### config.mk
export PLATFORM = sky130hd
export DESIGN_NAME = instr_fetch_unit
export DESIGN_NICKNAME = d
export VERILOG_FILES = /design/src/rtl/ifetch_pkg.sv /design/src/rtl/instr_field_split.sv /design/src/rtl/instr_fetch_unit.sv
export SDC_FILE = /design/constraint.sdc
export NUM_CORES = 1
export LEC_CHECK = 0
export ABC_AREA = 1
export CORE_AREA = 2 2 110 154
export DETAILED_ROUTE_END_ITERATION = 8
export DIE_AREA = 0 0 112 156
export GPL_ROUTABILITY_DRIVEN = 1
export SETUP_SLACK_MARGIN = 0.4
export SLEW_MARGIN = 20
export SYNTH_ARGS = -nofsm -noshare
export SYNTH_HDL_FRONTEND = slang
export SYNTH_SLANG_ARGS = --single-unit
### constraint.sdc
create_clock -name clk -period 3.7 [get_ports clk]
set_input_delay 0.925 -clock clk [delete_from_list [all_inputs] [get_ports clk]]
set_output_delay 0.925 -clock clk [all_outputs]
set_load 0.02 [all_outputs]
### src/rtl/ifetch_pkg.sv
// Shared fetch/decode definitions: FSM encoding, idle instruction, RV32 field
// positions and the base opcodes the control path also decodes.
package ifetch_pkg;

  typedef enum logic [1:0] {
    S_FETCH = 2'd0,
    S_WAIT  = 2'd1,
    S_HOLD  = 2'd2,
    S_ERR   = 2'd3
  } state_e;

  // addi x0,x0,0
  localparam logic [31:0] NOP_INSTR = 32'h0000_0013;

  localparam int unsigned OPC_LSB    = 0;
  localparam int unsigned RD_LSB     = 7;
  localparam int unsigned FUNCT3_LSB = 12;
  localparam int unsigned RS1_LSB    = 15;
  localparam int unsigned RS2_LSB    = 20;
  localparam int unsigned FUNCT7_LSB = 25;

  localparam logic [6:0] OPC_OP     = 7'b0110011;
  localparam logic [6:0] OPC_OP_IMM = 7'b0010011;
  localparam logic [6:0] OPC_LOAD   = 7'b0000011;
  localparam logic [6:0] OPC_STORE  = 7'b0100011;
  localparam logic [6:0] OPC_BRANCH = 7'b1100011;

endpackage

### src/rtl/instr_field_split.sv
// Combinational split of a 32-bit RV32 instruction word into its fixed fields.
module instr_field_split
  import ifetch_pkg::*;
(
  input  logic [31:0] word,
  output logic [6:0]  opcode,
  output logic [2:0]  funct3,
  output logic [6:0]  funct7,
  output logic [4:0]  rd,
  output logic [4:0]  rs1,
  output logic [4:0]  rs2
);

  assign opcode = word[OPC_LSB    +: 7];
  assign rd     = word[RD_LSB     +: 5];
  assign funct3 = word[FUNCT3_LSB +: 3];
  assign rs1    = word[RS1_LSB    +: 5];
  assign rs2    = word[RS2_LSB    +: 5];
  assign funct7 = word[FUNCT7_LSB +: 7];

endmodule

### src/rtl/instr_fetch_unit.sv
// Single-outstanding instruction fetch stage feeding the decoder.
// Define IFETCH_MISALIGN_CHK_EN to trap misaligned redirects (S_ERR, sticky fetch_err).
module instr_fetch_unit #(
  parameter int unsigned     XLEN      = 32,
  parameter logic [XLEN-1:0] RESET_PC  = '0,
  parameter logic [31:0]     NOP_INSTR = ifetch_pkg::NOP_INSTR
) (
  input  logic               clk,
  input  logic               reset,
  output logic               imem_req_valid,
  input  logic               imem_req_ready,
  output logic [XLEN-1:0]    imem_req_addr,
  input  logic               imem_resp_valid,
  input  logic [31:0]        imem_resp_data,
  input  logic               branch_taken,
  input  logic [XLEN-1:0]    branch_target,
  output logic               instr_valid,
  input  logic               instr_ready,
  output logic [31:0]        instr,
  output logic [XLEN-1:0]    instr_pc,
  output logic [6:0]         opcode,
  output logic [2:0]         funct3,
  output logic [6:0]         funct7,
  output logic [4:0]         rd,
  output logic [4:0]         rs1,
  output logic [4:0]         rs2,
  output logic               fetch_err,
  output ifetch_pkg::state_e dbg_state
);
  import ifetch_pkg::*;

  // Handshakes: a transfer happens on a rising edge where valid && ready; valid
  // depends only on registered state, and the holder keeps data stable until then.

  localparam logic [XLEN-1:0] PC_STEP = XLEN'(4);

  state_e          state_q, state_d;
  logic [XLEN-1:0] pc_q, pc_d;
  logic [31:0]     instr_q, instr_d;
  logic [XLEN-1:0] instr_pc_q, instr_pc_d;
  logic            squash_q, squash_d;
  logic [XLEN-1:0] target_capt;
  logic            misalign;

`ifdef IFETCH_MISALIGN_CHK_EN
  logic err_q;

  assign target_capt = branch_target;
  assign misalign    = (branch_target[1:0] != 2'b00);
  assign fetch_err   = err_q;

  always_ff @(posedge clk or negedge reset) begin
    if (!reset) begin
      err_q <= 1'b0;
    end else if (branch_taken && misalign) begin
      err_q <= 1'b1;
    end
  end
`else
  assign target_capt = branch_target & ~XLEN'(3);
  assign misalign    = 1'b0;
  assign fetch_err   = 1'b0;
`endif

  always_ff @(posedge clk or negedge reset) begin
    if (!reset) begin
      state_q    <= S_FETCH;
      pc_q       <= RESET_PC;
      instr_q    <= NOP_INSTR;
      instr_pc_q <= RESET_PC;
      squash_q   <= 1'b0;
    end else begin
      state_q    <= state_d;
      pc_q       <= pc_d;
      instr_q    <= instr_d;
      instr_pc_q <= instr_pc_d;
      squash_q   <= squash_d;
    end
  end

  always_comb begin
    state_d    = state_q;
    pc_d       = pc_q;
    instr_d    = instr_q;
    instr_pc_d = instr_pc_q;
    squash_d   = squash_q;

    case (state_q)
      S_FETCH: if (imem_req_ready) state_d = S_WAIT;
      S_WAIT: begin
        if (imem_resp_valid) begin
          if (squash_q) begin
            squash_d = 1'b0;
            state_d  = S_FETCH;
          end else begin
            instr_d    = imem_resp_data;
            instr_pc_d = pc_q;
            state_d    = S_HOLD;
          end
        end
      end
      S_HOLD: begin
        if (instr_ready) begin
          pc_d    = pc_q + PC_STEP;
          state_d = S_FETCH;
        end
      end
      default: ;
    endcase

    // A redirect overrides everything above; a response arriving alongside it is dropped.
    if (branch_taken) begin
      pc_d = target_capt;
      if (state_q != S_ERR) begin
        instr_d    = instr_q;
        instr_pc_d = instr_pc_q;
        case (state_q)
          S_FETCH: begin
            if (imem_req_ready) begin
              state_d  = S_WAIT;
              squash_d = 1'b1;
            end else begin
              state_d = S_FETCH;
            end
          end
          S_WAIT: begin
            if (imem_resp_valid) begin
              state_d  = S_FETCH;
              squash_d = 1'b0;
            end else begin
              state_d  = S_WAIT;
              squash_d = 1'b1;
            end
          end
          default: state_d = S_FETCH;
        endcase
        if (misalign) begin
          state_d  = S_ERR;
          squash_d = 1'b0;
        end
      end
    end
  end

  assign imem_req_valid = (state_q == S_FETCH) && reset;
  assign imem_req_addr  = pc_q;
  assign instr_valid    = (state_q == S_HOLD);
  assign instr          = instr_q;
  assign instr_pc       = instr_pc_q;
  assign dbg_state      = state_q;

  instr_field_split u_split (
    .word   (instr_q),
    .opcode (opcode),
    .funct3 (funct3),
    .funct7 (funct7),
    .rd     (rd),
    .rs1    (rs1),
    .rs2    (rs2)
  );

endmodule

# Yosys cells after proc, flatten, opt, wreduce, memory -nomap -nowiden
# Cells that the tools add are included.
# totals
inputBits	70
elab_cells	45
reg_bits	99
# classes
mux	30
eq_ne	4
n_reduce_logical	5
add_sub_neg	1
# ops
op	count
32-bit two-way mux	13
32-bit by 3-bit adder with 32-bit output (second input constant)	1
2-bit two-way mux	6
1-bit two-way mux	8
2-bit case mux with 3 select lines	1
2-bit != test (second input constant)	2
2-bit case mux with 2 select lines	1
2-bit nonzero test	2
2-bit by 1-bit == test with 1-bit output (second input constant)	1
2-bit == test (second input constant)	1
2-bit zero test	1
1-bit case mux with 2 select lines	1
2-bit AND reduction	1
1-bit logical AND	1

# Depth between registers and ports, before layout
# logic_depth
depth_word	6
depth_mapped	10

# Cells and area by module
# Synthesis repeated with hierarchy kept, for this count alone.
# hier_totals
hier_cells	694
hier_area_um2	5046.1
# modules_own_cells
module	area_each_um2	instances	seq_area_each_um2	cells_per_inst
instr_fetch_unit	4805.9	1	2381.0	662
instr_field_split	240.2	1	0.0	32

# Least setup slack after synthesis
# OpenSTA, ideal clock, no wires.
# synth_path
path_kind	input port to output port
from	in reset
to	out imem_req_valid
arrival_time_ns	1.446
path_buffers	0
t_required_ns	2.775
slack_ns	1.329
cell_stages	1
path_cell_list	nor3b_1
# synth_between
elab_chain_cells	1
# synth_rtl
element	line	text
from (decl)	instr_fetch_unit.sv:9	input logic reset,
1-bit logical AND	instr_fetch_unit.sv:145	assign imem_req_valid = (state_q == S_FETCH) && reset;
to (decl)	instr_fetch_unit.sv:10	output logic imem_req_valid,
# No other way between the ends.

# Worst setup path in the final report
# Ends and elaborated chain as after synthesis.

==> flow_metrics.env <==
export IMPL_clockPowerShare_pct=39.0
export IMPL_peakVddDrop_uv=207
export IMPL_cts_buffers=9
export IMPL_gr_total_overflow=0
export IMPL_p_sw_mw=0.707
export IMPL_rsz0062_at_grt="no"
export IMPL_max_freq_mhz=365
export IMPL_endpoint_kind="output pin"
export IMPL_antenna_found_initial=0
export IMPL_ioPinCount=203
export IMPL_wl_microns=14500
export IMPL_dp_hpwl_microns=11100
export IMPL_h_tree_depth=3
export IMPL_ys_seq_elements=95
export IMPL_final_common_cell="clkdlybuf4s50_1"
export IMPL_critPathKind="input port to output pin"
export IMPL_cts_repair_resized=0
export IMPL_cts_tree="done"
export IMPL_synth_fa_ha_area_share_pct=0.247
export IMPL_yosys_area_share_simple_pct=25.0
export IMPL_fin_nets=849
export IMPL_outcome="finished clean"
export IMPL_synthMuxAreaShare_pct=7.80
export IMPL_finClkSkew_ns=0.00705
export IMPL_drc=0
export IMPL_powerDensity_nw_per_um2=356
export IMPL_die_area_sq_um=17500
export IMPL_hp_class="flop to flop"
export IMPL_cts_root_buf="clkbuf_16"
export IMPL_crit_fanout=2
export IMPL_clkTransAtPathRegs_ns=0.07
export IMPL_tightestPinTransition_ns=0.726
export IMPL_clock_path_buffers=2
export IMPL_antenna_cells=0
export IMPL_synth_flop_cell="dfrtp_1"
export IMPL_synthCells=617
export IMPL_r2r_start="imem_req_addr[3]"
export IMPL_cts_setup_buffers=0
export IMPL_synth_compound_area_share_pct=8.19
export IMPL_leakagePower_nw=3.26
export IMPL_drt_iter0_drc=241
export IMPL_crit_arrival_ns=1.82
export IMPL_clk_latency_ns=0.34
export IMPL_multi_input_area_sq_um=2120
export IMPL_placedCellCount=966
export IMPL_gp_congestion=0.868
export IMPL_r2r_end="imem_req_addr[14]"
export IMPL_p_seq_share_pct=44.2
export IMPL_crit_required_ns=2.77
export IMPL_ys_types=38
export IMPL_drv_cap=0
export IMPL_ys_seq_area_share_pct=47.1
export IMPL_grt_pass1_wl_microns=23000
export IMPL_p_sw_share_pct=27.3
export IMPL_p_int_mw=1.88
export IMPL_min_from="instr_pc[18]"
export IMPL_num_rows=55
export IMPL_combPwrFrac_pct=16.9
export IMPL_drtAntennaViolNets=0
export IMPL_finalSetupViolCount=0
export IMPL_yosys_area_share_xor_xnor_pct=0.173
export IMPL_final_cell_mix="194 x clkdlybuf4s50_1, 169 x nand2_1, 92 x dfrtp_1"
export IMPL_layout_worst_path_cycle_share_pct=74.1
export IMPL_drive_above_1_share_pct=10.5
export IMPL_tns_ns=0
export IMPL_instances_no_fill=982
export IMPL_min_period_ns=2.74
export IMPL_slew_headroom_pct=51.6
export IMPL_min_path_cells=2
export IMPL_whs_endpoint="instr_pc[18]"
export IMPL_reg2reg_depth=8
export IMPL_area_delta_synth_final_pct=43.9
export IMPL_syn_area_sq_um=5060
export IMPL_via_per_inst=4.56
export IMPL_dieWidth_microns=112
export IMPL_n_fill_cell=1633
export IMPL_ctsHoldBuffers=0
export IMPL_portBuffers=195
export IMPL_vias=4475
export IMPL_slew_viol_final=0
export IMPL_r2r_slack_ns=1.95
export IMPL_die_h_microns=156
export IMPL_syn_area_per_cell_sq_um=8.19
export IMPL_wl_per_cell_microns=14.8
export IMPL_grt_total_usage_pct=16.6
export IMPL_startpoint_type="input port"
export IMPL_clock_sinks=95
export IMPL_core_area_sq_um=16100
export IMPL_drt_first_pass_iters=4
export IMPL_start_util_pct=31.4
export IMPL_synth_top_family_by_area="simple AND/OR/NAND/NOR gates"
export IMPL_hold_viol_final=0
export IMPL_yosysWarnings=0
export IMPL_synth_enable_flop_cells=0
export IMPL_async_flop_share_pct=100
export IMPL_grt_pass1_vias=4310
export IMPL_regArea_sq_um=2380
export IMPL_grt_max_degree=57
cell families after synthesis:
logic type | after synthesis
AOI/OAI and AO/OA | 71
xor gates and xnor gates | 1
adders and majority gates | 1
buffers and inverters | 104
DFF | 95
muxes | 35
other | 1
and+or+nand+nor | 309
worst max-delay path by stage:
stage / start / endpoint / slack (ns) / depth (start not counted)
2_1_floorplan: reset / imem_req_valid / 1.33 / 1
3_3_place_gp: branch_taken / instr[13] / 0.90 / 5
3_5_place_dp: branch_taken / instr[8] / 0.90 / 5
4_1_cts: reset / imem_req_valid / 0.95 / 3
5_1_grt: reset / imem_req_valid / 0.87 / 3
6_report: reset / imem_req_valid / 0.96 / 3
worst max-delay path: stages:
cell and delay, ns:
buf_4 0.09, nor3b_1 0.17, clkdlybuf4s50_1 0.63
area by class of cell:
type | count | area share (%)
flip-flops and latches | 95 | 32.7
repair buffers | 203 | 27.8
inverters | 47 | 2.46
multi-input cells | 422 | 29.1
clock inverters | 5 | 1.12
clock buffers | 11 | 3.34
well taps | 199 | 3.42
per-layer routing:
| layer | track usage, % | routed length [microns] | part of all wire [%] | vias up |
|---|---|---|---|---|
| li1 | - | - | - | 2273 |
| met1 | 19.8 | 5960 | 41 | 2061 |
| met2 | 30.2 | 7700 | 53 | 130 |
| met3 | 3.38 | 713 | 4.9 | 11 |
| met4 | 4.70 | 168 | 1.2 | 0 |
| met5 | 0 | 0 | 0 | - |
synth_stat cells (5+ instances only):
library cell	n	area [sq um]
inv_1	41	154
o21ai_0	40	200
nand2_2	5	31.3
a21oi_1	7	35.0
clkbuf_1	6	22.5
mux2_2	31	349
buf_4	41	308
nand3_1	37	185
nor2_1	86	323
o21ai_1	8	40.0
nand2_1	169	634
buf_2	6	30.0
o211ai_1	5	37.5
dfrtp_1	92	2300
inv_2	5	18.8
registers in the layout (all words and copies together) (netlist names):
signal         count
instr_pc          30
instr             32
imem_req_addr     30
squash_q           1
dbg_state          2
stage by stage:
step | setup WS, ns | utilization (%) | hold slack, ns | cell area [sq um] | total power [mW]
floorplan | 1.33 | - | 0.464 | 5070 | 1.37
global placement | 0.899 | 43.2 | 0.468 | 6950 | 1.60
detailed placement | 0.901 | 43.2 | 0.472 | 6950 | 1.60
CTS | 0.955 | 45.2 | 0.489 | 7270 | 2.63
global route | 0.866 | 45.2 | 0.505 | 7270 | 2.71
finish | 0.957 | 45.2 | 0.483 | 7270 | 2.59
power groups by stage:
stage | combinational [mW] | sequential [mW] | clock [mW]
5_1_grt | 0.482 | 1.15 | 1.08
2_1_floorplan | 0.178 | 1.19 | 0
3_3_place_gp | 0.440 | 1.16 | 0
4_1_cts | 0.444 | 1.14 | 1.04
6_report | 0.436 | 1.14 | 1.01
3_5_place_dp | 0.441 | 1.16 | 0
Power figures use the tool's default switching activity.
